`src/rtl/sig_align_pipe_if.sv`:
```
// Beat-level bus of the significand aligner: upstream valid/ready with per-lane
// operands, downstream valid/ready with the two signed adder copies and sticky bits.
interface sig_align_pipe_if #(
  parameter int unsigned expWidth   = 4,
  parameter int unsigned sigWidth   = 4,
  parameter int unsigned low_expand = 2,
  parameter int unsigned LANES      = 4
);
  localparam int unsigned SW = sigWidth + 4 + low_expand;

  logic                         in_valid;
  logic                         in_ready;
  logic [expWidth*LANES-1:0]    exp_offset_num;
  logic [sigWidth*LANES-1:0]    significand;
  logic [LANES-1:0]             sign;
  logic [LANES-1:0]             lane_en;
  logic [LANES-1:0]             complement_sign1;
  logic [LANES-1:0]             complement_sign2;
  logic                         out_valid;
  logic                         out_ready;
  logic [SW*LANES-1:0]          adder_num1;
  logic [SW*LANES-1:0]          adder_num2;
  logic [LANES-1:0]             sticky;

  modport master (
    output in_valid, exp_offset_num, significand, sign, lane_en,
           complement_sign1, complement_sign2, out_ready,
    input  in_ready, out_valid, adder_num1, adder_num2, sticky
  );

  modport slave (
    input  in_valid, exp_offset_num, significand, sign, lane_en,
           complement_sign1, complement_sign2, out_ready,
    output in_ready, out_valid, adder_num1, adder_num2, sticky
  );
endinterface

```
`src/rtl/sig_align_pipe.sv`:
```
// Two-stage pipelined significand aligner: S1 shifts and collects sticky, S2 builds the
// two's-complement lane words for both adder trees. Valid/ready on both sides.
module sig_align_pipe #(
  parameter int unsigned expWidth   = 4,
  parameter int unsigned sigWidth   = 4,
  parameter int unsigned low_expand = 2,
  parameter int unsigned LANES      = 4
) (
  input logic            clk,
  input logic            rst,
  input logic            flush,
  sig_align_pipe_if.slave bus
);
  localparam int unsigned SW = sigWidth + 4 + low_expand;
  localparam int unsigned MW = SW - 1;

  logic s1_valid, s2_valid;
  logic s1_adv, s2_adv, s1_load, s2_load;

  logic [LANES-1:0][MW-1:0] mag_d, s1_mag;
  logic [LANES-1:0]         sticky_d, zero_d;
  logic [LANES-1:0]         s1_sticky, s1_zero, s1_cs1, s1_cs2;
  logic [LANES-1:0][SW-1:0] num1_d, num2_d, s2_num1, s2_num2;
  logic [LANES-1:0]         s2_sticky;

  assign s2_adv  = !s2_valid || bus.out_ready;
  assign s1_adv  = !s1_valid || s2_adv;
  assign s1_load = bus.in_valid && s1_adv && !flush;
  assign s2_load = s1_valid && s2_adv && !flush;

  for (genvar l = 0; l < LANES; l++) begin : g_lane
    logic [MW-1:0] full;
    logic [MW-1:0] mag;
    logic [31:0]   off;

    assign full = MW'({3'b001, bus.significand[l*sigWidth +: sigWidth]}) << low_expand;
    assign off  = 32'(bus.exp_offset_num[l*expWidth +: expWidth]);
    assign mag  = (off >= MW) ? '0 : full >> off;

    // Shifts past the whole word lose every magnitude bit into sticky.
    assign sticky_d[l] = bus.lane_en[l] &
                         ((off >= MW) ? |full : |(full & ~({MW{1'b1}} << off)));
    assign zero_d[l]   = (mag == '0) || !bus.lane_en[l];
    assign mag_d[l]    = mag;

    assign num1_d[l] = s1_zero[l] ? '0 :
                       {s1_cs1[l], s1_cs1[l] ? MW'(~s1_mag[l] + 1'b1) : s1_mag[l]};
    assign num2_d[l] = s1_zero[l] ? '0 :
                       {s1_cs2[l], s1_cs2[l] ? MW'(~s1_mag[l] + 1'b1) : s1_mag[l]};
  end

  always_ff @(posedge clk or posedge rst) begin
    if (rst) begin
      s1_valid  <= 1'b0;
      s2_valid  <= 1'b0;
      s1_mag    <= '0;
      s1_sticky <= '0;
      s1_zero   <= '0;
      s1_cs1    <= '0;
      s1_cs2    <= '0;
      s2_num1   <= '0;
      s2_num2   <= '0;
      s2_sticky <= '0;
    end else begin
      // Flush only drops valids; data registers keep their contents.
      if (flush) begin
        s1_valid <= 1'b0;
        s2_valid <= 1'b0;
      end else begin
        if (s1_adv) s1_valid <= bus.in_valid;
        if (s2_adv) s2_valid <= s1_valid;
      end
      if (s1_load) begin
        s1_mag    <= mag_d;
        s1_sticky <= sticky_d;
        s1_zero   <= zero_d;
        s1_cs1    <= bus.sign ^ bus.complement_sign1;
        s1_cs2    <= bus.sign ^ bus.complement_sign2;
      end
      if (s2_load) begin
        s2_num1   <= num1_d;
        s2_num2   <= num2_d;
        s2_sticky <= s1_sticky;
      end
    end
  end

  assign bus.in_ready   = s1_adv;
  assign bus.out_valid  = s2_valid;
  assign bus.adder_num1 = s2_num1;
  assign bus.adder_num2 = s2_num2;
  assign bus.sticky     = s2_sticky;
endmodule
```
`src/flat_wrapper.sv`:
```
// flat-port wrapper written by rule: the top's interface ports become plain ports
module sig_align_pipe_flat 
#(
  parameter int unsigned expWidth   = 4,
  parameter int unsigned sigWidth   = 4,
  parameter int unsigned low_expand = 2,
  parameter int unsigned LANES      = 4
)
  (clk, rst, flush, bus_in_valid, bus_exp_offset_num, bus_significand, bus_sign, bus_lane_en, bus_complement_sign1, bus_complement_sign2, bus_out_ready, bus_in_ready, bus_out_valid, bus_adder_num1, bus_adder_num2, bus_sticky);
  sig_align_pipe_if #(.expWidth(expWidth), .sigWidth(sigWidth), .low_expand(low_expand), .LANES(LANES)) bus_i ();
  input logic clk;
  input logic rst;
  input logic flush;
  input wire logic [$bits(bus_i.in_valid)-1:0] bus_in_valid;
  input wire logic [$bits(bus_i.exp_offset_num)-1:0] bus_exp_offset_num;
  input wire logic [$bits(bus_i.significand)-1:0] bus_significand;
  input wire logic [$bits(bus_i.sign)-1:0] bus_sign;
  input wire logic [$bits(bus_i.lane_en)-1:0] bus_lane_en;
  input wire logic [$bits(bus_i.complement_sign1)-1:0] bus_complement_sign1;
  input wire logic [$bits(bus_i.complement_sign2)-1:0] bus_complement_sign2;
  input wire logic [$bits(bus_i.out_ready)-1:0] bus_out_ready;
  output wire logic [$bits(bus_i.in_ready)-1:0] bus_in_ready;
  output wire logic [$bits(bus_i.out_valid)-1:0] bus_out_valid;
  output wire logic [$bits(bus_i.adder_num1)-1:0] bus_adder_num1;
  output wire logic [$bits(bus_i.adder_num2)-1:0] bus_adder_num2;
  output wire logic [$bits(bus_i.sticky)-1:0] bus_sticky;
  assign bus_i.in_valid = bus_in_valid;
  assign bus_i.exp_offset_num = bus_exp_offset_num;
  assign bus_i.significand = bus_significand;
  assign bus_i.sign = bus_sign;
  assign bus_i.lane_en = bus_lane_en;
  assign bus_i.complement_sign1 = bus_complement_sign1;
  assign bus_i.complement_sign2 = bus_complement_sign2;
  assign bus_i.out_ready = bus_out_ready;
  assign bus_in_ready = bus_i.in_ready;
  assign bus_out_valid = bus_i.out_valid;
  assign bus_adder_num1 = bus_i.adder_num1;
  assign bus_adder_num2 = bus_i.adder_num2;
  assign bus_sticky = bus_i.sticky;
  sig_align_pipe #(.expWidth(expWidth), .sigWidth(sigWidth), .low_expand(low_expand), .LANES(LANES)) u_core (.clk(clk), .rst(rst), .flush(flush), .bus(bus_i));
endmodule
```
`config.mk`:
```
export PLATFORM = sky130hd
export DESIGN_NAME = sig_align_pipe_flat
export DESIGN_NICKNAME = d
export VERILOG_FILES = /design/src/rtl/sig_align_pipe_if.sv /design/src/rtl/sig_align_pipe.sv /design/src/flat_wrapper.sv
export SDC_FILE = /design/constraint.sdc
export NUM_CORES = 1
export LEC_CHECK = 0
export CAP_MARGIN = 20
export CORE_ASPECT_RATIO = 0.9
export CORE_MARGIN = 5
export CORE_UTILIZATION = 50
export CTS_BUF_LIST = sky130_fd_sc_hd__clkbuf_8
export CTS_CLUSTER_SIZE = 28
export DETAILED_ROUTE_END_ITERATION = 6
export DONT_BUFFER_PORTS = 1
export PLACE_DENSITY = 0.65
export SYNTH_ARGS = -nofsm -noshare
export SYNTH_HDL_FRONTEND = slang
export SYNTH_SLANG_ARGS = --single-unit
```
`constraint.sdc`:
```
create_clock -name clk -period 4.1 [get_ports clk]
set_input_delay 0.205 -clock clk [delete_from_list [all_inputs] [get_ports clk]]
set_output_delay 0.205 -clock clk [all_outputs]
set_load 0.02 [all_outputs]
```
==> impl_metrics.toml, run 1 <==
[run_status]
outcome = "completed"

[global_routing]
grt_first_pass_wirelength_um = 25900
use_met3_pct = 8.76
grt_pass1_vias = 4915
grt_use_met2_pct = 30.5
track_usage_pct = 21.2
busiest_layer = "met2"
grt_util_met1_pct = 29.0
grt_max_degree = 86
grt_antenna_before_repair = 0
grt_overflow_total = 0

[die]
ios = 139
core_sq_um = 12700
die_area_sq_um = 15300
initial_core_util_pct = 50.8
dieHeight_um = 118
dieWidth_um = 130
num_rows = 39

[layout]
drive_above_1_share_pct = 7.51
nets = 763
diodes = 0
final_util_pct = 58.3
stdcell_area_sq_um = 7390
syn2layout_area_growth_pct = 14.6

[timing]
grt_setup_unrepaired = "false"
finalCritPeriodShare_pct = 61.4
post-route-min-period_ns = 2.52
worst_slew_margin_rel_pct = 44.2
whs_ns = 0.0260
timing.setup.tns_ns = 0
tightestPinTransition_ns = 0.837
setup_viol = 0
clock.fmax_mhz = 397
skew_ns = 0.00828
drv_slew = 0
final-hold-violation-count = 0

[synth]
yosys_register_bits = 126
avgSynthCellArea_sq_um = 9.46
netlist_instances = 682
synth_ff_type = "dfrtp_1"
synth.distinct_cells = 48
synth_commonest_cells = "dfrtp_1 (126), nand2_1 (107), o21ai_0 (51)"
seq_area_frac_synth_pct = 48.9
netlist.area_leader.share_pct = 48.9
async_flop_share_pct = 100
netlist_area_sq_um = 6450
synth_area_leaders = "dfrtp_1 (49%), nand2_1 (6.2%), o31ai_1 (4.8%), xor2_1 (4.1%), o21ai_0 (4.0%)"
yosysMostFrequentCell = "dfrtp_1"
syn_nets = 739
ys_warn_count = 0
synth_top_cell_by_area = "dfrtp_1"
synth_edf_count = 0

[flow_run]
maxCapViolCount = 0

[power_and_ir_drop]
power.density_nw_per_um2 = 505
p_leak_nw = 3.38
finalPower_mw = 3.73
intPower_mw = 2.45
power_frac_clock_pct = 31.5
p_switching_mw = 1.28
pwr-share-seq_pct = 51.0
switching_share_pct = 34.4
combPwrFrac_pct = 17.6
peakVddDrop_uv = 259

[setup_path]
cp.arrival_ns = 2.90
start_kind = "register"
cp-end-kind = "register"
path_max_fanout = 85
critPathKind = "register to register"
required_ns = 4.49

[cts]
cts_buffer_depth = 2
cts.sinks = 126
post-cts-setup-buffer-count = 0
clk_latency_ns = 0.45
cts_inserted_buffers = 17
cts_tree = "built"
cts_resized = 0
cts.hold.buffers_added = 48
clkTransAtPathRegs_ns = 0.07
cts_root_buffer = "clkbuf_8"
htreeDepth = 4

[place]
gp_congestion = 0.836
placed_area_sq_um = 6470
hpwl_um = 11000
io_buffers = 0

[detailed_routing]
vias = 5045
drcViolationCount = 0
wl_per_cell_um = 17.9
via_per_inst = 5.71
finalWirelength_um = 15800
antenna_left = 0
drtIter0Drc = 405
dr.pass1.iters = 5

[hold_path]
hold_path.class = "primary input to register"
==> metrics by stage <==
step / worst slack [ns] / std cells
after floorplan: 0.539 / 682
after global placement: 1.79 / 803
after detailed placement: 1.79 / 803
after CTS: 1.62 / 883
after global routing: 1.43 / 883
final: 1.58 / 883
==> sequential cells by signal (all words and copies together) (netlist names) <==
| signal | flops |
|---|---|
| u_core.s1_cs1 | 4 |
| u_core.s1_zero | 4 |
| u_core.s1_cs2 | 4 |
| u_core.s1_mag | 28 |
| u_core.bus.adder_num2 | 40 |
| u_core.s1_valid | 1 |
| u_core.s1_sticky | 4 |
| u_core.bus.out_valid | 1 |
| u_core.bus.adder_num1 | 36 |
| u_core.bus.sticky | 4 |
==> cells in the final DEF, fill, tap and decap left out, types with 5 or more instances in the layout <==
cell type	instances
o41ai_1	16
xor2_1	30
o21ai_0	51
nor3_1	22
mux2_2	6
a21oi_1	33
dfrtp_1	126
a21o_1	11
nand2_1	107
o31ai_1	41
a22o_1	15
xnor2_1	18
clkbuf_8	22
buf_4	5
mux2i_1	17
a311oi_1	7
dlygate4sd3_1	48
inv_1	27
nor2_1	37
nand2b_1	6
==> worst paths after layout <==
path | cells past startpoint | slack [ns] | startpoint | to
min in group asynchronous | 2 | 0.25 | rst | u_core.bus.adder_num2[33]
setup / recovery | 6 | 1.58 | u_core.bus.out_valid | u_core.s1_mag[23]
setup reg to reg | 6 | 1.58 | u_core.bus.out_valid | u_core.s1_mag[23]
hold reg to reg | 2 | 0.48 | u_core.s1_sticky[1] | u_core.s1_sticky[1]
hold / removal | 3 | 0.03 | bus_exp_offset_num[12] | u_core.s1_mag[31]
max in group asynchronous | 3 | 2.88 | rst | u_core.s1_mag[0]
==> worst max-delay path, cell delays in order (launching register included) <==
cell and delay, ns:
dfrtp_1 0.48, nand3b_1 0.30, nand3b_1 0.18, buf_4 0.65
nand2_1 0.13, o41ai_1 0.10, dlygate4sd3_1 0.59
==> cell families after synthesis <==
logic type	Yosys count	share of synthesized area (%)
buf+inv	76	5.10
fa+ha+maj	4	0.776
xor+xnor	48	6.52
flops	126	48.9
mux	23	3.68
simple gates	209	14.7
compound gates	196	20.3
==> metal layers <==
metal  vias to the layer above  routed length (um)  share of wire [%]
met1                      2402                7080                 45
li1                       2458                   -                  -
met4                         0                 261                1.6
met5                         -                   0                  0
met2                       164                7040                 44
met3                        21                1460                9.2
==> power groups by stage <==
| stage | Clock [mW] | Sequential, mW | Combinational, mW |
|---|---|---|---|
| global placement | 0 | 1.92 | 0.586 |
| global route | 1.25 | 1.94 | 0.747 |
| floorplan | 0 | 1.82 | 0.548 |
| CTS | 1.19 | 1.91 | 0.660 |
| finish | 1.17 | 1.90 | 0.655 |
| detailed placement | 0 | 1.93 | 0.606 |
==> layout make-up <==
cell class,instances,area (sq um)
clock buffer,22,303
clock inverter,10,134
fill,1105,5300
inverter,28,108
multi-input combinational,480,2970
sequential,126,3150
tap,164,205
timing repair buffer,53,518
No activity file was read; power rests on OpenSTA's default activity.
==> inputs of run 2 (changes only) <==
--- a/config.mk
+++ b/config.mk
@@ -5,6 +5,7 @@
 export SDC_FILE = /design/constraint.sdc
 export NUM_CORES = 1
 export LEC_CHECK = 0
+export ABC_AREA = 1
 export CAP_MARGIN = 20
 export CORE_ASPECT_RATIO = 0.9
 export CORE_MARGIN = 5
@@ -13,7 +14,7 @@
 export CTS_CLUSTER_SIZE = 28
 export DETAILED_ROUTE_END_ITERATION = 6
 export DONT_BUFFER_PORTS = 1
-export PLACE_DENSITY = 0.65
+export PLACE_DENSITY = 0.68
 export SYNTH_ARGS = -nofsm -noshare
 export SYNTH_HDL_FRONTEND = slang
 export SYNTH_SLANG_ARGS = --single-unit
==> constraint.sdc (replaced) <==
create_clock -name clk -period 2.05 [get_ports clk]
set_input_delay 0.1025 -clock clk [delete_from_list [all_inputs] [get_ports clk]]
set_output_delay 0.1025 -clock clk [all_outputs]
set_load 0.02 [all_outputs]
==> impl_metrics.toml, run 2 <==
[synth]
syn_nets = 965
netlist_area_sq_um = 6670
seq_area_frac_synth_pct = 47.3
synth_area_leaders = "dfrtp_1 (47%), nand2_1 (21%), o21ai_0 (6.6%), inv_1 (4.3%), nand3_1 (3.5%)"
yosysMostFrequentCell = "nand2_1"
async_flop_share_pct = 100
synth_commonest_cells = "nand2_1 (381), dfrtp_1 (126), o21ai_0 (88)"
synth_edf_count = 0
netlist_instances = 908
yosys_register_bits = 126
synth-xor-area-share_pct = 1.97
synth_top_cell_by_area = "dfrtp_1"
netlist.area_leader.share_pct = 47.3
avgSynthCellArea_sq_um = 7.34
synthAdderAreaFrac_pct = 0.751
synth.distinct_cells = 26
muxShareOfSynthArea_pct = 0
synth_top_family_by_area = "simple AND/OR/NAND/NOR gates"
ys_warn_count = 0
synth_ff_type = "dfrtp_1"
synth_compound_area_share_pct = 11.1
yosys.area_share.simple_pct = 30.9

[power_and_ir_drop]
finalPower_mw = 7.12
power.density_nw_per_um2 = 907
peakVddDrop_uv = 472
p_leak_nw = 4.07

[setup_path]
critPathKind = "primary input to register"
path_max_fanout = 6
rr_startpoint = "u_core.bus.out_valid"
start_kind = "primary input"
reg2reg_depth = 7
cp-end-kind = "register"
cp.arrival_ns = 2.31
required_ns = 2.37
crit_start = "bus_exp_offset_num[13]"

[global_routing]
track_usage_pct = 21.9
grt_pass1_vias = 5849
grt_antenna_before_repair = 0
grt_max_degree = 66
grt_overflow_total = 0
grt_first_pass_wirelength_um = 28800

[die]
die_area_sq_um = 15700
core_sq_um = 13200
initial_core_util_pct = 50.5
dieHeight_um = 120
num_rows = 40
dieWidth_um = 132
ios = 139

[timing]
finalCritPeriodShare_pct = 97.1
whs_ns = 0.0351
post-route-min-period_ns = 1.99
clock.fmax_mhz = 502
drv_slew = 0
final-hold-violation-count = 0
grt_setup_unrepaired = "false"
worst_slew_margin_rel_pct = 57.6
skew_ns = 0.00693
setup_ws_ns = 0.0598
tightestPinTransition_ns = 0.635
timing.setup.tns_ns = 0
setup_viol = 0

[layout]
largest_reg_flops = 40
fill_cells = 1213
final_common_cell = "nand2_1"
syn2layout_area_growth_pct = 17.8
nets = 1026
mostFrequentLayoutCells = "nand2_1 (381), dfrtp_1 (126), o21ai_0 (88)"
ff_latch_area_sq_um = 3150
diodes = 0
drive_above_1_share_pct = 4.99
multi_input_comb_area_sq_um = 2980
fin_cells = 1150

[hold_path]
hold_path.startpoint = "bus_exp_offset_num[8]"
hold_path_depth = 4
hold_path.class = "primary input to register"

[place]
dp.cells = 1046
hpwl_um = 11200
io_buffers = 0
gp_congestion = 0.888
post-place-ws_ns = 0.307

[cts]
cts_buffer_depth = 2
cts.sinks = 126
clk_latency_ns = 0.43
post-cts-setup-buffer-count = 0
cts_inserted_buffers = 17
htreeDepth = 4
clkTransAtPathRegs_ns = 0.07
cts_root_buffer = "clkbuf_8"
cts_tree = "built"

[detailed_routing]
dr.pass1.iters = 5
drcViolationCount = 0
vias = 5951
finalWirelength_um = 16800
antenna_left = 0
via_per_inst = 5.17
drtIter0Drc = 369
wl_per_cell_um = 14.6

[flow_run]
maxCapViolCount = 0

[run_status]
outcome = "completed"
[run 2: changes by cell type in the layout (fill, tap and decap cells not counted), moves of 15 or more]
cell and change:
o31ai_1 -41, o41ai_1 -16, mux2i_1 -17, dlygate4sd3_1 +24, nand2_1 +274, nand3_1 +44
inv_1 +51, xor2_1 -23, a22o_1 -15, o21ai_0 +37
[run 2: kinds of logic after synthesis]
group                      after synthesis
AOI/OAI and AO/OA                      143
adders and majority gates                4
buffers and inverters                  116
and+or+nand+nor                        504
DFF                                    126
xor gates and xnor gates                15
[run 2: critical path, cell delays in order]
cell,delay (ns)
dlygate4sd3_1,0.64
inv_2,0.10
a31oi_1,0.13
dlygate4sd3_1,0.57
nand2_1,0.06
dlygate4sd3_1,0.56
nand3_1,0.09
nand2_1,0.06
[run 2: metrics by stage]
step / instance area, sq um / util, %
6_report: 7860 / 59.5
3_5_place_dp: 6740 / 51.0
5_1_grt: 7860 / 59.5
3_3_place_gp: 6740 / 51.0
2_1_floorplan: 6670 / -
4_1_cts: 7860 / 59.5
[run 2: cell type report]
cell class	count	share of cell area [%]
clock buffer	22	3.85
clock inverter	10	1.21
inverter	79	3.82
multi-input combinational	666	38.0
sequential	126	40.1
tap	168	2.68
timing repair buffer	79	10.3
[run 2: path summary, 6_finish.rpt]
| kind | to | slack, ns |
|---|---|---|
| worst min register to register | u_core.bus.sticky[1] | 0.47 |
| min in group asynchronous | u_core.bus.adder_num2[24] | 0.26 |
| worst max-delay path | u_core.s1_mag[28] | 0.06 |
| worst max register to register | u_core.bus.adder_num2[30] | 0.34 |
| max in group asynchronous | u_core.bus.adder_num1[5] | 1.48 |
| worst min-delay path | u_core.s1_mag[24] | 0.04 |
[run 2: where the power goes]
part | internal, mW | switching, mW | total, mW | leakage, nW
registers | 2.89 | 0.767 | 3.66 | 1.67
clock network | 1.22 | 0.916 | 2.13 | 0.223
logic | 0.523 | 0.809 | 1.33 | 2.18
total | 4.63 | 2.49 | 7.12 | 4.07
[run 2: routing by layer]
metal / track usage (%) / part of all wire (%) / up-vias
met3: 7.12 / 6.6 / 15
met5: 0 / 0 / -
met2: 35.0 / 47 / 174
met1: 29.0 / 45 / 2753
li1: - / - / 3009
met4: 5.91 / 1.3 / 0
[run 2: repair_timing]
| item | in CTS | in global routing |
|---|---|---|
| resized for setup | 0 | 1 |
| hold endpoints to repair | 172 | 0 |
| hold buffers | 72 | 0 |
| setup endpoints to repair | 0 | 1 |
